### src/rtl/mlops_pkg.sv
// mlops_pkg: element and chunk types shared by the mlops datapath blocks.
// Rev 1.0 - initial release.
`timescale 1ns/1ps
`default_nettype none

package mlops_pkg;

  localparam int NBits              = 8;
  localparam int WorkingRegsDefault = 4;

  typedef logic signed [NBits-1:0]      elem_t;
  typedef elem_t [WorkingRegsDefault-1:0] chunk_t;

  function automatic int ceil_div(input int num, input int den);
    return (num + den - 1) / den;
  endfunction

endpackage

`default_nettype wire

### src/rtl/v_chunk_ram.sv
// v_chunk_ram: simple dual-port chunk store, one write port, registered read port.
// Rev 1.0 - initial release.
`timescale 1ns/1ps
`default_nettype none

module v_chunk_ram #(
  parameter int WIDTH = 32,
  parameter int DEPTH = 16,
  parameter int AW    = 4
) (
  input  logic             clk_in,
  input  logic             wr_en,
  input  logic [AW-1:0]    wr_addr,
  input  logic [WIDTH-1:0] wr_data,
  input  logic             rd_en,
  input  logic [AW-1:0]    rd_addr,
  output logic [WIDTH-1:0] rd_data
);

  logic [WIDTH-1:0] mem_q [DEPTH];
  logic [WIDTH-1:0] rd_data_q;

  // Read register only loads on a request, so the output holds between reads.
  always_ff @(posedge clk_in) begin
    if (wr_en) mem_q[wr_addr] <= wr_data;
    if (rd_en) rd_data_q <= mem_q[rd_addr];
  end

  assign rd_data = rd_data_q;

endmodule

`default_nettype wire

### src/rtl/v_chunk_fifo.sv
// v_chunk_fifo: chunk-granular FIFO that tracks whole vectors for a downstream op.
// Rev 1.0 - initial release.
`timescale 1ns/1ps
`default_nettype none

module v_chunk_fifo
  import mlops_pkg::*;
#(
  parameter int InVecLength = 16,
  parameter int WorkingRegs = 4,
  parameter int DepthChunks = 16
) (
  input  logic                     clk_in,
  input  logic                     rst_in,
  input  logic                     wr_chunk,
  input  elem_t [WorkingRegs-1:0]  wr_data,
  input  logic                     rd_chunk,
  output elem_t [WorkingRegs-1:0]  rd_data,
  output logic                     vec_ready,
  output logic                     full,
  output logic                     empty,
  output logic                     overflow
);

  localparam int CHUNKS_PER_VEC = ceil_div(InVecLength, WorkingRegs);
  localparam int AW    = (DepthChunks > 1) ? $clog2(DepthChunks) : 1;
  localparam int CW    = $clog2(DepthChunks + 1);
  localparam int SW    = (CHUNKS_PER_VEC > 1) ? $clog2(CHUNKS_PER_VEC) : 1;
  localparam int WIDTH = WorkingRegs * NBits;

  logic [AW-1:0] wr_ptr_q, wr_ptr_d, rd_ptr_q, rd_ptr_d;
  logic [SW-1:0] wr_sub_q, wr_sub_d, rd_sub_q, rd_sub_d;
  logic [CW-1:0] chunk_count_q, chunk_count_d;
  logic [CW-1:0] vec_count_q, vec_count_d;
  logic          overflow_q, overflow_d;
  logic          full_q, full_d, empty_q, empty_d, vec_ready_q, vec_ready_d;
  logic          rd_zero_q, rd_zero_d;
  logic          wr_accept, rd_accept, wr_vec_done, rd_vec_done;
  logic [WIDTH-1:0] ram_rd_data;

  always_comb begin
    rd_accept     = rst_in && rd_chunk && !empty_q;
    // A full FIFO still takes a write when a read frees a slot in the same cycle.
    wr_accept     = rst_in && wr_chunk && (!full_q || rd_accept);
    wr_vec_done   = wr_accept && (wr_sub_q == SW'(CHUNKS_PER_VEC - 1));
    rd_vec_done   = rd_accept && (rd_sub_q == SW'(CHUNKS_PER_VEC - 1));

    wr_ptr_d      = wr_ptr_q;
    rd_ptr_d      = rd_ptr_q;
    wr_sub_d      = wr_sub_q;
    rd_sub_d      = rd_sub_q;
    chunk_count_d = chunk_count_q;
    vec_count_d   = vec_count_q;
    overflow_d    = overflow_q;
    rd_zero_d     = rd_zero_q;

    if (wr_accept) begin
      wr_ptr_d = (wr_ptr_q == AW'(DepthChunks - 1)) ? '0 : wr_ptr_q + AW'(1);
      wr_sub_d = wr_vec_done ? '0 : wr_sub_q + SW'(1);
    end else if (rst_in && wr_chunk) begin
      overflow_d = 1'b1;
    end

    if (rd_accept) begin
      rd_ptr_d  = (rd_ptr_q == AW'(DepthChunks - 1)) ? '0 : rd_ptr_q + AW'(1);
      rd_sub_d  = rd_vec_done ? '0 : rd_sub_q + SW'(1);
      rd_zero_d = 1'b0;
    end

    case ({wr_accept, rd_accept})
      2'b10:   chunk_count_d = chunk_count_q + CW'(1);
      2'b01:   chunk_count_d = chunk_count_q - CW'(1);
      default: chunk_count_d = chunk_count_q;
    endcase

    case ({wr_vec_done, rd_vec_done})
      2'b10:   vec_count_d = vec_count_q + CW'(1);
      2'b01:   vec_count_d = vec_count_q - CW'(1);
      default: vec_count_d = vec_count_q;
    endcase

    full_d      = (chunk_count_d == CW'(DepthChunks));
    empty_d     = (chunk_count_d == '0);
    vec_ready_d = (vec_count_d != '0);
  end

  always_ff @(posedge clk_in) begin
    if (!rst_in) begin
      wr_ptr_q      <= '0;
      rd_ptr_q      <= '0;
      wr_sub_q      <= '0;
      rd_sub_q      <= '0;
      chunk_count_q <= '0;
      vec_count_q   <= '0;
      overflow_q    <= 1'b0;
      full_q        <= 1'b0;
      empty_q       <= 1'b1;
      vec_ready_q   <= 1'b0;
      rd_zero_q     <= 1'b1;
    end else begin
      wr_ptr_q      <= wr_ptr_d;
      rd_ptr_q      <= rd_ptr_d;
      wr_sub_q      <= wr_sub_d;
      rd_sub_q      <= rd_sub_d;
      chunk_count_q <= chunk_count_d;
      vec_count_q   <= vec_count_d;
      overflow_q    <= overflow_d;
      full_q        <= full_d;
      empty_q       <= empty_d;
      vec_ready_q   <= vec_ready_d;
      rd_zero_q     <= rd_zero_d;
    end
  end

  v_chunk_ram #(
    .WIDTH (WIDTH),
    .DEPTH (DepthChunks),
    .AW    (AW)
  ) u_ram (
    .clk_in  (clk_in),
    .wr_en   (wr_accept),
    .wr_addr (wr_ptr_q),
    .wr_data (wr_data),
    .rd_en   (rd_accept),
    .rd_addr (rd_ptr_q),
    .rd_data (ram_rd_data)
  );

  // The RAM read register has no reset; mask it to zero until the first read.
  assign rd_data   = rd_zero_q ? '0 : ram_rd_data;
  assign vec_ready = vec_ready_q;
  assign full      = full_q;
  assign empty     = empty_q;
  assign overflow  = overflow_q;

endmodule

`default_nettype wire

### config.mk
export PLATFORM = sky130hd
export DESIGN_NAME = v_chunk_fifo
export DESIGN_NICKNAME = d
export VERILOG_FILES = /design/src/rtl/mlops_pkg.sv /design/src/rtl/v_chunk_ram.sv /design/src/rtl/v_chunk_fifo.sv
export SDC_FILE = /design/constraint.sdc
export NUM_CORES = 1
export LEC_CHECK = 0
export CORE_MARGIN = 1
export CORE_UTILIZATION = 57
export DETAILED_ROUTE_END_ITERATION = 16
export GPL_TIMING_DRIVEN = 1
export PLACE_DENSITY = 0.76
export SETUP_SLACK_MARGIN = 0.4
export SLEW_MARGIN = 10
export SYNTH_ARGS = -nofsm -noshare
export SYNTH_HDL_FRONTEND = slang
export SYNTH_SLANG_ARGS = --single-unit
### constraint.sdc
create_clock -name clk_in -period 5.35 [get_ports clk_in]
set_input_delay 0.535 -clock clk_in [delete_from_list [all_inputs] [get_ports clk_in]]
set_output_delay 0.535 -clock clk_in [all_outputs]
set_load 0.01 [all_outputs]
==> reports/metrics.yaml, run 1 <==
drtPass1Iterations: 7
cts_sinks: 571
power_frac_seq_pct: 55.5
area_growth_pct: 13.53
syn_avg_cell_area_sq_um: 20.45
core_sq_mm: 0.03856
wl_per_cell_um: 25.59
layout-drive-gt1-share_pct: 20.31
drt-initial-drc-count: 898
maxSlewHeadroom_pct: 28.91
htreeDepth: 2
layout.nets: 1227
synth.largest_area_cell: "edfxtp_1"
power_density_mw_per_mm2: 354.7
overflow: 0
antenna-diode-count: 0
p_clk_share_pct: 40.3
antenna_found_initial: 0
cpPeakStageDelay_ps: 770
cts_tree: "done"
ys_ff_latch: 571
synth_ff_type: "edfxtp_1"
critPathRequiredTime_ps: 5820
fin_cells: 1734
cts_root_buf: "clkbuf_16"
cts_hold_buf: 0
ctsResizeCount: 0
status: "finished clean"
clockBufferDepth: 3
async_flop_share_pct: 0
cp_max_fo: 14
dpl.hpwl_um: 23510
r2r-start: "empty"
die_x_um: 199.6
vias: 10740
ys_warn_count: 0
synth_edf_count: 544
start_kind: "primary input"
worstHoldStart: "rd_sub_q[1]"
netlist_top_cells_area: "edfxtp_1 (73%), mux4_2 (13%), dfxtp_1 (2.4%), nor2b_1 (1.9%), mux2i_1 (1.6%)"
ir_worst_vdd_mv: 0.2600
timing.final.crit_period_ps: 3702
finalCritPeriodShare_pct: 69.20
grt_pass1_vias: 10850
fmax_mhz: 270.1
path_class: "in -> reg"
drc: 0
drtAntennaViolNets: 0
grt_use_total_pct: 23.46
arrival_ps: 4180
finalSetupTns_ps: 0
io_buffers: 71
end_kind: "flip-flop"
grt_max_degree: 89
insertion_delay_ps: 600
cp-startpoint: "rst_in"
gp_congestion: 0.7503
synthCells: 1088
finalClockSkew_ps: 17.12
clk_pin_slew_worst_paths_ps: 60
grt_setup_unrepaired: "no"
grt_pass1_wl_um: 67160
die_area_sq_mm: 0.03983
p_leak_nw: 7.697
synth_top_area_share_pct: 73.41
postCtsSetupBuffers: 0
p_switching_w: 0.001826
synth_common_cells: "edfxtp_1 (544), mux4_2 (128), nor2b_1 (69), a21oi_1 (44), mux2i_1 (36)"
ys_seq_area_share_pct: 75.84
p_total_w: 0.008961
pin_count: 72
tightest_slew_ps: 1066
p_sw_share_pct: 20.37
rows: 72
dp_cells: 1639
die_h_um: 199.6
ys_types: 51
synth.most_common_cell: "edfxtp_1"
setup_viol: 0
synth_nets: 1137
slowest_stage: "a21oi_1"
p_int_w: 0.007135
viasPerCell: 6.193
min_path_type: "reg -> reg"
p_comb_share_pct: 4.2
syn_area_sq_mm: 0.02225
hold_viol_final: 0
cap_violations: 0
wirelength_um: 44370
drv_slew: 0
start_util_pct: 57.71
path_cells: "clkdlybuf4s50_1 > nand2_1 > a21oi_1 > nand2_1 > ha_1 > xor2_1 > ha_1 > a21oi_2 > xnor2_1 > a21boi_0 > o31a_1 > or3_1"
cts_buffers: 55
-- power by group through the flow --
stage               logic [W]  registers, W  clock network, W
CTS                  0.000382       0.00498           0.00365
global route         0.000412       0.00498           0.00381
global placement     0.000371       0.00507                 0
detailed placement   0.000380       0.00507                 0
finish               0.000376       0.00498           0.00361
floorplan            0.000241       0.00505                 0
-- metal layers --
metal	vias to the layer above	global-route usage [%]	wire [um]
li1	4624	-	-
met3	77	3.814	2839
met2	406	38.17	22120
met5	-	0	0
met4	0	6.814	993
met1	5632	33.16	18420
-- flip-flops by register name (all words and copies together) (netlist names), 2 cells and up --
name,flops
u_ram.mem_q,512
u_ram.rd_data,32
chunk_count_q,5
vec_count_q,5
rd_ptr_q,4
wr_ptr_q,4
rd_sub_q,2
wr_sub_q,2
-- through the flow --
step                setup WS (ps)  hold WS (ps)  instance area [sq um]  utilization (%)
global route                 1340         493.2                  25260            65.52
global placement             1197         454.8                  23620            61.27
CTS                          1679         476.3                  25260            65.52
detailed placement           1084         465.2                  23620            61.27
finish                       1648         472.9                  25260            65.52
floorplan                    1372         439.7                  22250                -
-- layout by cell type (no fill, tap or decap), types with 13 or more instances in the layout --
cell,count
a21oi_1,44
a211oi_1,34
buf_4,21
nor2_1,20
mux4_2,128
dfxtp_1,22
nor2b_1,69
mux2i_1,36
clkdlybuf4s50_1,71
nand2_1,21
ha_1,13
edfxtp_1,544
clkbuf_16,55
clkinv_1,16
-- worst paths after layout --
kind,endpoint,slack (ps),cells past startpoint
worst max-delay path,vec_ready,1650,12
worst min-delay path,rd_sub_q[1],470,2
worst max register to register,vec_ready,1940,11
worst min register to register,rd_sub_q[1],470,2
-- logic make-up after synthesis --
family / count (synthesis) / share of synthesized area [%]
flops: 571 / 75.84
buf+inv: 71 / 1.715
compound gates: 112 / 3.177
fa+ha+maj: 13 / 0.7310
simple gates: 148 / 3.610
xor+xnor: 9 / 0.3543
mux: 164 / 14.57
-- critical path: cells and delay by family --
family | cells | cell delay [ps]
adder cells (fa/ha/maj) | 2 | 600
XOR/XNOR | 2 | 340
AO/OA/AOI/OAI | 4 | 1360
AND/OR/NAND/NOR | 3 | 590
buffers and inverters | 1 | 760
-- final cells by class --
class                   instances  area (sq um)
clock buffers                  64          1410
clock inverters                31         231.5
fillers                      2560         13290
inverters                       8         31.28
multi-input cells             446          5105
flip-flops and latches        571         16890
well taps                     518         648.1
repair buffers                 96         948.4
(Power assumes the default switching activity.)
==> run 2: changes to the inputs <==
- clock period: 5.35 -> 3.6 ns (I/O delays scaled with it)
==> reports/metrics.yaml, run 2 (synthesis results as in run 1) <==
multiInputGateArea_sq_mm: 0.005130
grt_pass1_vias: 10990
wl_per_cell_um: 25.48
cts_sinks: 571
arrival_ps: 3360
core_sq_mm: 0.03856
final_common_cell: "edfxtp_1"
dp_cells: 1664
fin_cells: 1759
grt_setup_unrepaired: "no"
layout-drive-gt1-share_pct: 21.37
p_total_w: 0.01327
power_density_mw_per_mm2: 519.7
final_cell_area_sq_mm: 0.02554
die_h_um: 199.6
ir_worst_vdd_mv: 0.3338
drc: 0
largest-register: "u_ram.mem_q"
status: "finished clean"
antenna_found_initial: 1
fmax_mhz: 345.9
grt_use_total_pct: 23.72
cts_tree: "done"
start_util_pct: 57.71
cp_max_fo: 8
p_leak_nw: 7.819
pin_count: 72
ctsResizeCount: 0
grt_pass1_wl_um: 67700
drtAntennaViolNets: 0
rows: 72
dpl.hpwl_um: 24280
insertion_delay_ps: 590
clockBufferDepth: 3
whs_ps: 455.2
finalCritPeriodShare_pct: 80.31
area_growth_pct: 14.79
drt-initial-drc-count: 1079
cts_root_buf: "clkbuf_16"
hold-path-cell-count: 3
clk_pin_slew_worst_paths_ps: 60
place_area_sq_mm: 0.02391
viasPerCell: 6.150
reg2reg_depth: 12
htreeDepth: 2
hold_viol_final: 0
wirelength_um: 44820
min_path_type: "in -> reg"
vias: 10820
postCtsSetupBuffers: 0
die_area_sq_mm: 0.03983
die_x_um: 199.6
io_buffers: 71
worstHoldStart: "rd_chunk"
finalSetupTns_ps: 0
finalClockSkew_ps: 10.84
overflow: 0
fillers: 2512
setup_viol: 0
cp-startpoint: "empty"
maxSlewHeadroom_pct: 48.19
critPathRequiredTime_ps: 4070
timing.final.crit_period_ps: 2891
gp_congestion: 0.7565
start_kind: "flip-flop"
cap_violations: 0
cts_hold_buf: 0
largest_register_ffs: 512
layout.nets: 1253
regArea_sq_mm: 0.01689
mostFrequentLayoutCells: "edfxtp_1 (544), mux4_2 (128), clkdlybuf4s50_1 (71)"
drv_slew: 0
drtPass1Iterations: 5
tightest_slew_ps: 777.1
path_class: "reg -> reg"
cts_buffers: 56
r2r-start: "empty"
grt_max_degree: 51
end_kind: "flip-flop"
run 2: changes by cell type in the layout (fill, tap and decap cells not counted), sizes merged:
| cell | change |
|---|---|
| diode | +1 |
| buf | +25 |
| clkinv | -10 |
| bufinv | -1 |
| clkbuf | +14 |
| inv | -1 |
| clkinvlp | -3 |
run 2: per-layer routing:
layer / vias to the layer above / share of wire (%) / track usage [%]
met1: 5675 / 42 / 33.41
met3: 85 / 6.5 / 3.646
met2: 402 / 49 / 38.41
met4: 0 / 2.6 / 7.973
met5: - / 0 / 0
li1: 4655 / - / -
run 2: critical path, stage by stage (launching register included):
cell and delay (ps):
dfxtp_1 340, nand2b_1 150, or2_1 240, clkinv_2 110, and2_1 190, ha_1 290, xor2_1 200, ha_1 240
a21oi_2 130, xnor2_1 140, a21boi_0 140, o31a_1 310, or3_1 300
run 2: final cells by class:
type	instances	share of cell area, %
Antenna cell	1	0.009797
Clock buffer	78	5.893
Clock inverter	16	0.4898
Inverter	8	0.1225
Multi-Input combinational cell	446	20.08
Sequential cell	571	66.12
Tap cell	518	2.537
Timing Repair Buffer	121	4.742
run 2: metrics by stage:
step                setup slack [ps]  util, %
finish                         708.9    66.25
global route                   556.6    66.25
CTS                            727.3    66.24
detailed placement             269.4    62.01
global placement               332.7    62.01
floorplan                      410.4        -
run 2: path summary, 6_finish.rpt:
path | end | slack [ps]
setup reg to reg | vec_ready | 710
hold reg to reg | wr_sub_q[1] | 470
hold / removal | rd_zero_q | 460
setup / recovery | vec_ready | 710
run 2: power by group:
group          switching, W  internal [W]  leakage, nW
Clock               0.00229       0.00302        0.788
Combinational      0.000298      0.000277         1.91
Sequential        0.0000458       0.00734         5.12
Total               0.00263        0.0106         7.82
